[config.mk]
export PLATFORM = sky130hd
export DESIGN_NAME = instr_sequencer
export DESIGN_NICKNAME = d
export VERILOG_FILES = /design/src/rtl/instr_sequencer_pkg.sv /design/src/rtl/instr_sequencer_mem.sv /design/src/rtl/instr_sequencer.sv
export SDC_FILE = /design/constraint.sdc
export NUM_CORES = 1
export LEC_CHECK = 0
export ABC_AREA = 1
export CAP_MARGIN = 20
export CORE_MARGIN = 2
export CORE_UTILIZATION = 59
export DETAILED_ROUTE_END_ITERATION = 6
export GPL_ROUTABILITY_DRIVEN = 0
export HOLD_SLACK_MARGIN = 0.02
export PLACE_DENSITY_LB_ADDON = 0.05
export SLEW_MARGIN = 20
export SYNTH_ARGS = -nofsm -noshare
export SYNTH_HDL_FRONTEND = slang
export SYNTH_SLANG_ARGS = --single-unit
[constraint.sdc]
create_clock -name clk -period 2.1 [get_ports clk]
set_input_delay 0.42 -clock clk [delete_from_list [all_inputs] [get_ports clk]]
set_output_delay 0.42 -clock clk [all_outputs]
set_load 0.1 [all_outputs]
[src/rtl/instr_sequencer_pkg.sv]
// Shared types and opcode constants for the instruction sequencer and its program memory.
package instr_sequencer_pkg;

  typedef enum logic [2:0] {
    IDLE,
    FETCH,
    DECODE,
    ISSUE,
    SETTLE
  } seq_state_e;

  typedef enum logic [1:0] {
    OPK_HALT,
    OPK_JMP,
    OPK_JZ,
    OPK_CORE
  } op_kind_e;

  localparam logic [7:0] OP_HALT   = 8'h00;
  localparam logic [3:0] OP_JMP_HI = 4'h0;
  localparam logic [3:0] OP_JZ_HI  = 4'hF;

  // Core ALU opcode nibbles (upper nibble of an issued instruction).
  localparam logic [3:0] ALU_ADD = 4'h1;
  localparam logic [3:0] ALU_SUB = 4'h2;
  localparam logic [3:0] ALU_AND = 4'h3;
  localparam logic [3:0] ALU_OR  = 4'h4;
  localparam logic [3:0] ALU_XOR = 4'h5;
  localparam logic [3:0] ALU_LDI = 4'h6;
  localparam logic [3:0] ALU_MOV = 4'h7;

  function automatic op_kind_e decode_op(input logic [7:0] op);
    op_kind_e kind;
    if (op == OP_HALT)              kind = OPK_HALT;
    else if (op[7:4] == OP_JMP_HI)  kind = OPK_JMP;
    else if (op[7:4] == OP_JZ_HI)   kind = OPK_JZ;
    else                            kind = OPK_CORE;
    return kind;
  endfunction

endpackage

[src/rtl/instr_sequencer_mem.sv]
// Program store: synchronous-write, registered-read RAM; contents survive reset.
module instr_mem #(
  parameter int unsigned DEPTH   = 16,
  parameter int unsigned ADDR_W  = 4,
  parameter int unsigned INSTR_W = 8
) (
  input  logic               clk,
  input  logic               we_i,
  input  logic [ADDR_W-1:0]  waddr_i,
  input  logic [INSTR_W-1:0] wdata_i,
  input  logic               re_i,
  input  logic [ADDR_W-1:0]  raddr_i,
  output logic [INSTR_W-1:0] rdata_o
);

  logic [INSTR_W-1:0] mem_q [DEPTH];
  logic [INSTR_W-1:0] rdata_q;

  always_ff @(posedge clk) begin
    if (we_i) mem_q[waddr_i] <= wdata_i;
    if (re_i) rdata_q <= mem_q[raddr_i];
  end

  assign rdata_o = rdata_q;

endmodule

[src/rtl/instr_sequencer.sv]
// Instruction sequencer: fetches from program RAM, executes HALT/JMP/JZ locally,
// and issues all other opcodes to the core over a valid/ready handshake.
module instr_sequencer
  import instr_sequencer_pkg::*;
#(
  parameter int unsigned DEPTH   = 16,
  parameter int unsigned ADDR_W  = 4,
  parameter int unsigned INSTR_W = 8
) (
  input  logic               clk,
  input  logic               rst_n,
  input  logic               prog_we,
  input  logic [ADDR_W-1:0]  prog_addr,
  input  logic [INSTR_W-1:0] prog_data,
  input  logic               start,
  output logic [INSTR_W-1:0] instr,
  output logic               instr_valid,
  input  logic               instr_ready,
  input  logic               zero_flag,
  output logic [ADDR_W-1:0]  pc,
  output logic               busy,
  output logic               done
);

  seq_state_e         state_q;
  logic [ADDR_W-1:0]  pc_q;
  logic [INSTR_W-1:0] instr_q;
  logic               valid_q;
  logic               busy_q;
  logic               done_q;
  logic               z_q;
  logic [INSTR_W-1:0] mem_rdata;
  logic [ADDR_W-1:0]  target;
  logic [ADDR_W-1:0]  pc_inc;

  instr_mem #(
    .DEPTH  (DEPTH),
    .ADDR_W (ADDR_W),
    .INSTR_W(INSTR_W)
  ) u_mem (
    .clk    (clk),
    .we_i   (prog_we && !busy_q),
    .waddr_i(prog_addr),
    .wdata_i(prog_data),
    .re_i   (state_q == FETCH),
    .raddr_i(pc_q),
    .rdata_o(mem_rdata)
  );

  assign target = ADDR_W'(mem_rdata[3:0]);
  assign pc_inc = pc_q + ADDR_W'(1);

  always_ff @(posedge clk) begin
    if (!rst_n) begin
      state_q <= IDLE;
      pc_q    <= '0;
      instr_q <= '0;
      valid_q <= 1'b0;
      busy_q  <= 1'b0;
      done_q  <= 1'b0;
      z_q     <= 1'b0;
    end else begin
      done_q <= 1'b0;
      unique case (state_q)
        IDLE: begin
          if (start) begin
            pc_q    <= '0;
            busy_q  <= 1'b1;
            z_q     <= 1'b0;
            state_q <= FETCH;
          end
        end
        FETCH: state_q <= DECODE;
        DECODE: begin
          unique case (decode_op(mem_rdata))
            OPK_HALT: begin
              busy_q  <= 1'b0;
              done_q  <= 1'b1;
              state_q <= IDLE;
            end
            OPK_JMP: begin
              pc_q    <= target;
              state_q <= FETCH;
            end
            OPK_JZ: begin
              pc_q    <= z_q ? target : pc_inc;
              state_q <= FETCH;
            end
            default: begin
              instr_q <= mem_rdata;
              valid_q <= 1'b1;
              state_q <= ISSUE;
            end
          endcase
        end
        ISSUE: begin
          if (instr_ready) begin
            valid_q <= 1'b0;
            pc_q    <= pc_inc;
            state_q <= SETTLE;
          end
        end
        // Core registers the opcode at issue, so its flag is ready one cycle later.
        SETTLE: begin
          z_q     <= zero_flag;
          state_q <= FETCH;
        end
        default: state_q <= IDLE;
      endcase
    end
  end

  assign instr       = instr_q;
  assign instr_valid = valid_q;
  assign pc          = pc_q;
  assign busy        = busy_q;
  assign done        = done_q;

endmodule
# Word level (Yosys, flattened, before mapping)
# Memory sizes are Yosys's and may differ from the RTL's. A register that Yosys moved wholly into a read port is not among the register bits.
# Cells that the tools add are included.
# Widths: inputs -> output; s select.
# word_totals
latch_bits	0
input_bits	18
ff_bits	19
rom_bits	0
elab_cells	66
mem_bits_rw	128
output_inout_bits	15
memories	1
# classes
multipliers	0
mux	25
div	0
add_sub_neg	1
n_eq_ne	12
n_reduce_logical	19
n_bitwise	1
order_cmp	0
n_shift	0
# memory_table
memory	words	width	read_ports	rd_clocked_by_memory_dff	write_ports	line	source
u_mem.mem_q	16	8	1	1	1	instr_sequencer_mem.sv:16	logic [INSTR_W-1:0] mem_q [DEPTH];
# op_table
op	count
$pmux 3 s5	1
$mux 4	3
$pmux 4 s3	1
$mux 1	9
$logic_not 8->1	1
$mux 2	4
$ne 2x2->1 const B	4
$pmux 4 s2	1
$reduce_and 2->1	4
$eq 3x2->1 const B	2
$mux 3	2
$pmux 1 s2	3
$reduce_and 3->1	2
$reduce_bool 2->1	3
$add 4x1->4 const B	1
$eq 4x4->1 const B	1
$logic_not 4->1	1
$pmux 2 s2	1
$reduce_and 4->1	1
$eq 3x1->1 const B	1
$eq 3x3->1 const B	1
$logic_not 3->1	1
$ne 3x3->1 const B	1
$reduce_bool 3->1	1
8 further kinds	8

# Depth between registers and ports, before layout
# logic_depth
depth_word	10
mapped_depth	11
mapped_depth_nobuf	11

# Modules after synthesis
# Synthesis repeated with hierarchy kept, for this count alone.
# hier_totals
hier_cells	690
area_unflattened_um2	6824.0
# modules_own_cells
mod	seq_area_each_um2	cells_per_inst	n_inst	area_per_inst_um2
instr_mem	4083.9	551	1	5846.9
instr_sequencer	380.4	139	1	977.2

# Worst setup path before layout
# No wires, ideal clock.
# synth_path
path_kind	register to register
from	register pc_q[1], in the netlist pc[1]
to	register u_mem.rdata_q[0], in the netlist u_mem.rdata_o[0] (read register of u_mem.mem_q), data pin
setup_slack_ns	-0.017
stages_incl_launch_ff	9
arrival_ns	1.864
setup_ns	0.253
path_cell_list	dfxtp_1 > clkinv_2 > buf_2 > o21ai_1 > o21ai_1 > nand2_1 > nand2_1 > nand2_1 > nand2_1
# synth_lines
item	line	source
start: declaration	instr_sequencer.sv:26	logic [ADDR_W-1:0] pc_q;
start signal: assignment	instr_sequencer.sv:82	pc_q <= target;
start signal: assignment	instr_sequencer.sv:86	pc_q <= z_q ? target : pc_inc;
start signal: assignment	instr_sequencer.sv:99	pc_q <= pc_inc;
end: declaration	instr_sequencer_mem.sv:17	logic [INSTR_W-1:0] rdata_q;

# Worst setup path after layout
# layout_path
from	register pc_q[0], in the netlist pc[0]
to	output port pc[0]
# layout_lines
item	line	source
end: declaration	instr_sequencer.sv:20	output logic [ADDR_W-1:0] pc,
# No word-level cell between the ends.

==> reports/metrics.cfg <==
[run_status]
outcome = finished, final reports clean

[cts]
cts_resized = 0
cts_tree = built
root_buffer = clkbuf_8
postCtsSetupRepairBufs = 0
clkSinkCount = 155
clock_path_buffers = 2
clk_pin_slew_ns = 0.06
cts_hold_buf = 0
clk-insertion-delay-late_ns = 0.53
numCtsBuffers = 17
cts_max_level = 4

[setup_path]
critical_path_arrival_ns = 1.56
cp-start-kind = flip-flop
cp_max_fo = 33
slowest_stage = buf_4
cpMostUsedCell = buf_4
critPathCaptureType = primary output
r2r_start = u_mem.rdata_o[5]$_DFFE_PN_
cp_cell_sequence = buf_4 -> buf_4
crit_start = pc[0]$_SDFFE_PN0P_
critical_path_class = flip-flop to primary output
crit_required_ns = 1.68
slowest_delay_ns = 0.36

[layout]
layout.nets = 652
ff_latch_area_um2 = 4470
insertedDiodeCount = 0
area_growth_pct = 18.8
nFillCells = 777
multi_input_area_um2 = 1730
fin_area_um2 = 7620
drive_gt1_share_pct = 14.1

[floorplan]
die_h_um = 108
fp.dieW_um = 108
std_cell_rows = 38
start_util_pct = 59.7
fp.dieArea_um2 = 11700
ios = 33
core_area_um2 = 10700

[synthesis]
synth_cell_types = 29
synth_top_area_share_pct = 63.7
synth_area_leaders = edfxtp_1, nor2_1, dfxtp_1, nand2_1, o21ai_1
yosysTopAreaCell = edfxtp_1
syn-cell-area_um2 = 6410
seq_area_frac_synth_pct = 69.6
syn_area_per_cell_um2 = 11.2
synthCells = 575
ys_ff_latch = 155
synthesis.nets = 595
yosysWarningCount = 0

[timing]
slew_headroom_pct = 59.2
rsz0062_at_grt = false
fmax_ghz = 0.505
hold_viol_final = 0
fin_tns_setup_ns = 0
skew_ns = 0.00679
worstMarginPinSlew_ns = 0.610
final-max-slew-violation-count = 0
hold_slack_ns = 0.470
setup_viol = 0
period_share_pct = 94.2
finalCriticalPeriod_ns = 1.98

[detailed_routing]
drt_iter0_drc = 510
drc = 0
vias = 4467
via_per_inst = 5.69
dr.pass1.iters = 5
postRouteAntennaNets = 0
wl_per_cell_um = 18.7
wl_mm = 14.7

[power_and_ir_drop]
vdd_drop_max_mv = 1.15
powerDensity_nw_per_um2 = 1140
power_uw = 8670
p_leak_uw = 0.00279

[placed_design]
portBuffers = 32
dpl.hpwl_mm = 9.79
dpl-instance-area_um2 = 7050

[run]
max-cap-violations = 0

[global_route]
grt_pass1_vias = 4368
antenna_found_initial = 0
grt_pass1_wl_mm = 22.8
grt_usage_pct = 27.4
grt_max_degree = 57
grt_overflow = 0

[min_path]
min_from = instr[5]$_SDFFE_PN0P_
hold_path_class = flip-flop to flip-flop

cell type report:
type | instances | share of cell area [%]
Tap cell | 140 | 2.30
Multi-Input combinational cell | 375 | 22.7
Timing Repair Buffer | 63 | 7.91
Inverter | 20 | 1.00
Clock inverter | 13 | 1.99
Clock buffer | 19 | 5.53
Sequential cell | 155 | 58.6
routing by layer:
metal	global-route usage [%]	part of all wire, %	vias up
met2	45.2	50	191
met5	0	0	-
li1	-	-	2116
met1	35.7	41	2138
met4	12.1	2.1	0
met3	5.36	7.1	22
cell families (layout without fill, tap and decap cells):
group | count (synthesis) | count (layout) | synth area share [%]
buffers and inverters | 45 | 115 | 3.47
AND/OR/NAND/NOR | 253 | 253 | 16.2
XOR/XNOR | 2 | 2 | 0.273
AO/OA/AOI/OAI | 118 | 118 | 10.1
flip-flops | 155 | 155 | 69.6
adder cells (fa/ha/maj) | 2 | 2 | 0.390
final timing paths:
check	endpoint	slack, ns	cells past startpoint
worst min-delay path	instr[5]$_SDFFE_PN0P_	0.47	2
worst max register to register	pc[0]$_SDFFE_PN0P_	0.25	10
worst max-delay path	pc[0]	0.12	2
worst min register to register	instr[5]$_SDFFE_PN0P_	0.47	2
sequential cells by signal (all words and copies together), names as in the netlist:
signal         count
u_mem.mem_q      128
busy               1
z_q                1
state_q            3
pc                 4
u_mem.rdata_o      8
done               1
instr_valid        1
instr              8
stage by stage:
step | setup WS (ns) | instances | utilization, %
after floorplan | 0.0351 | 575 | -
after global placement | 0.163 | 753 | 65.6
after detailed placement | 0.148 | 753 | 65.6
after CTS | 0.115 | 785 | 70.9
after global routing | 0.0524 | 785 | 70.9
final | 0.121 | 785 | 70.9
critical path, delay by kind of cell (launching register included):
kind | cells | cell delay (ns)
DFF | 1 | 0.34
buffers and inverters | 2 | 0.67
synthesized netlist by cell type:
master,instances
nand3b_1,4
inv_1,16
a41o_1,1
nor2_2,3
buf_2,9
ha_1,2
nand3_1,19
buf_4,7
o21bai_1,1
nor3_1,2
nor4_1,1
clkinv_2,1
dfxtp_1,19
o21ai_1,50
buf_1,1
o211ai_1,16
xor2_1,2
clkbuf_1,6
a211oi_2,1
nor2_1,132
a21oi_1,12
nand2_1,85
buf_6,2
inv_2,3
nand2_4,1
edfxtp_1,136
nor2_4,3
o21ai_0,37
nand2_2,3
placed cells by master, fill, tap and decap left out, types with 7 or more instances in the layout:
cell type	instances
o211ai_1	16
edfxtp_1	136
o21ai_1	50
inv_1	16
dfxtp_1	17
clkbuf_16	16
a21oi_1	12
buf_4	39
clkdlybuf4s50_1	17
o21ai_0	37
nand2_1	85
nand3_1	19
nor2_1	132
buf_12	7
report_power, final:
| group | switching [uW] | leakage [uW] | total, uW | internal, uW |
|---|---|---|---|---|
| clock | 1160 | 0.000269 | 2950 | 1790 |
| combinational | 1460 | 0.00114 | 2070 | 608 |
| sequential | 113 | 0.00138 | 3650 | 3540 |
| total | 2730 | 0.00279 | 8670 | 5940 |
Note: power is estimated with default switching activity, not from simulation.
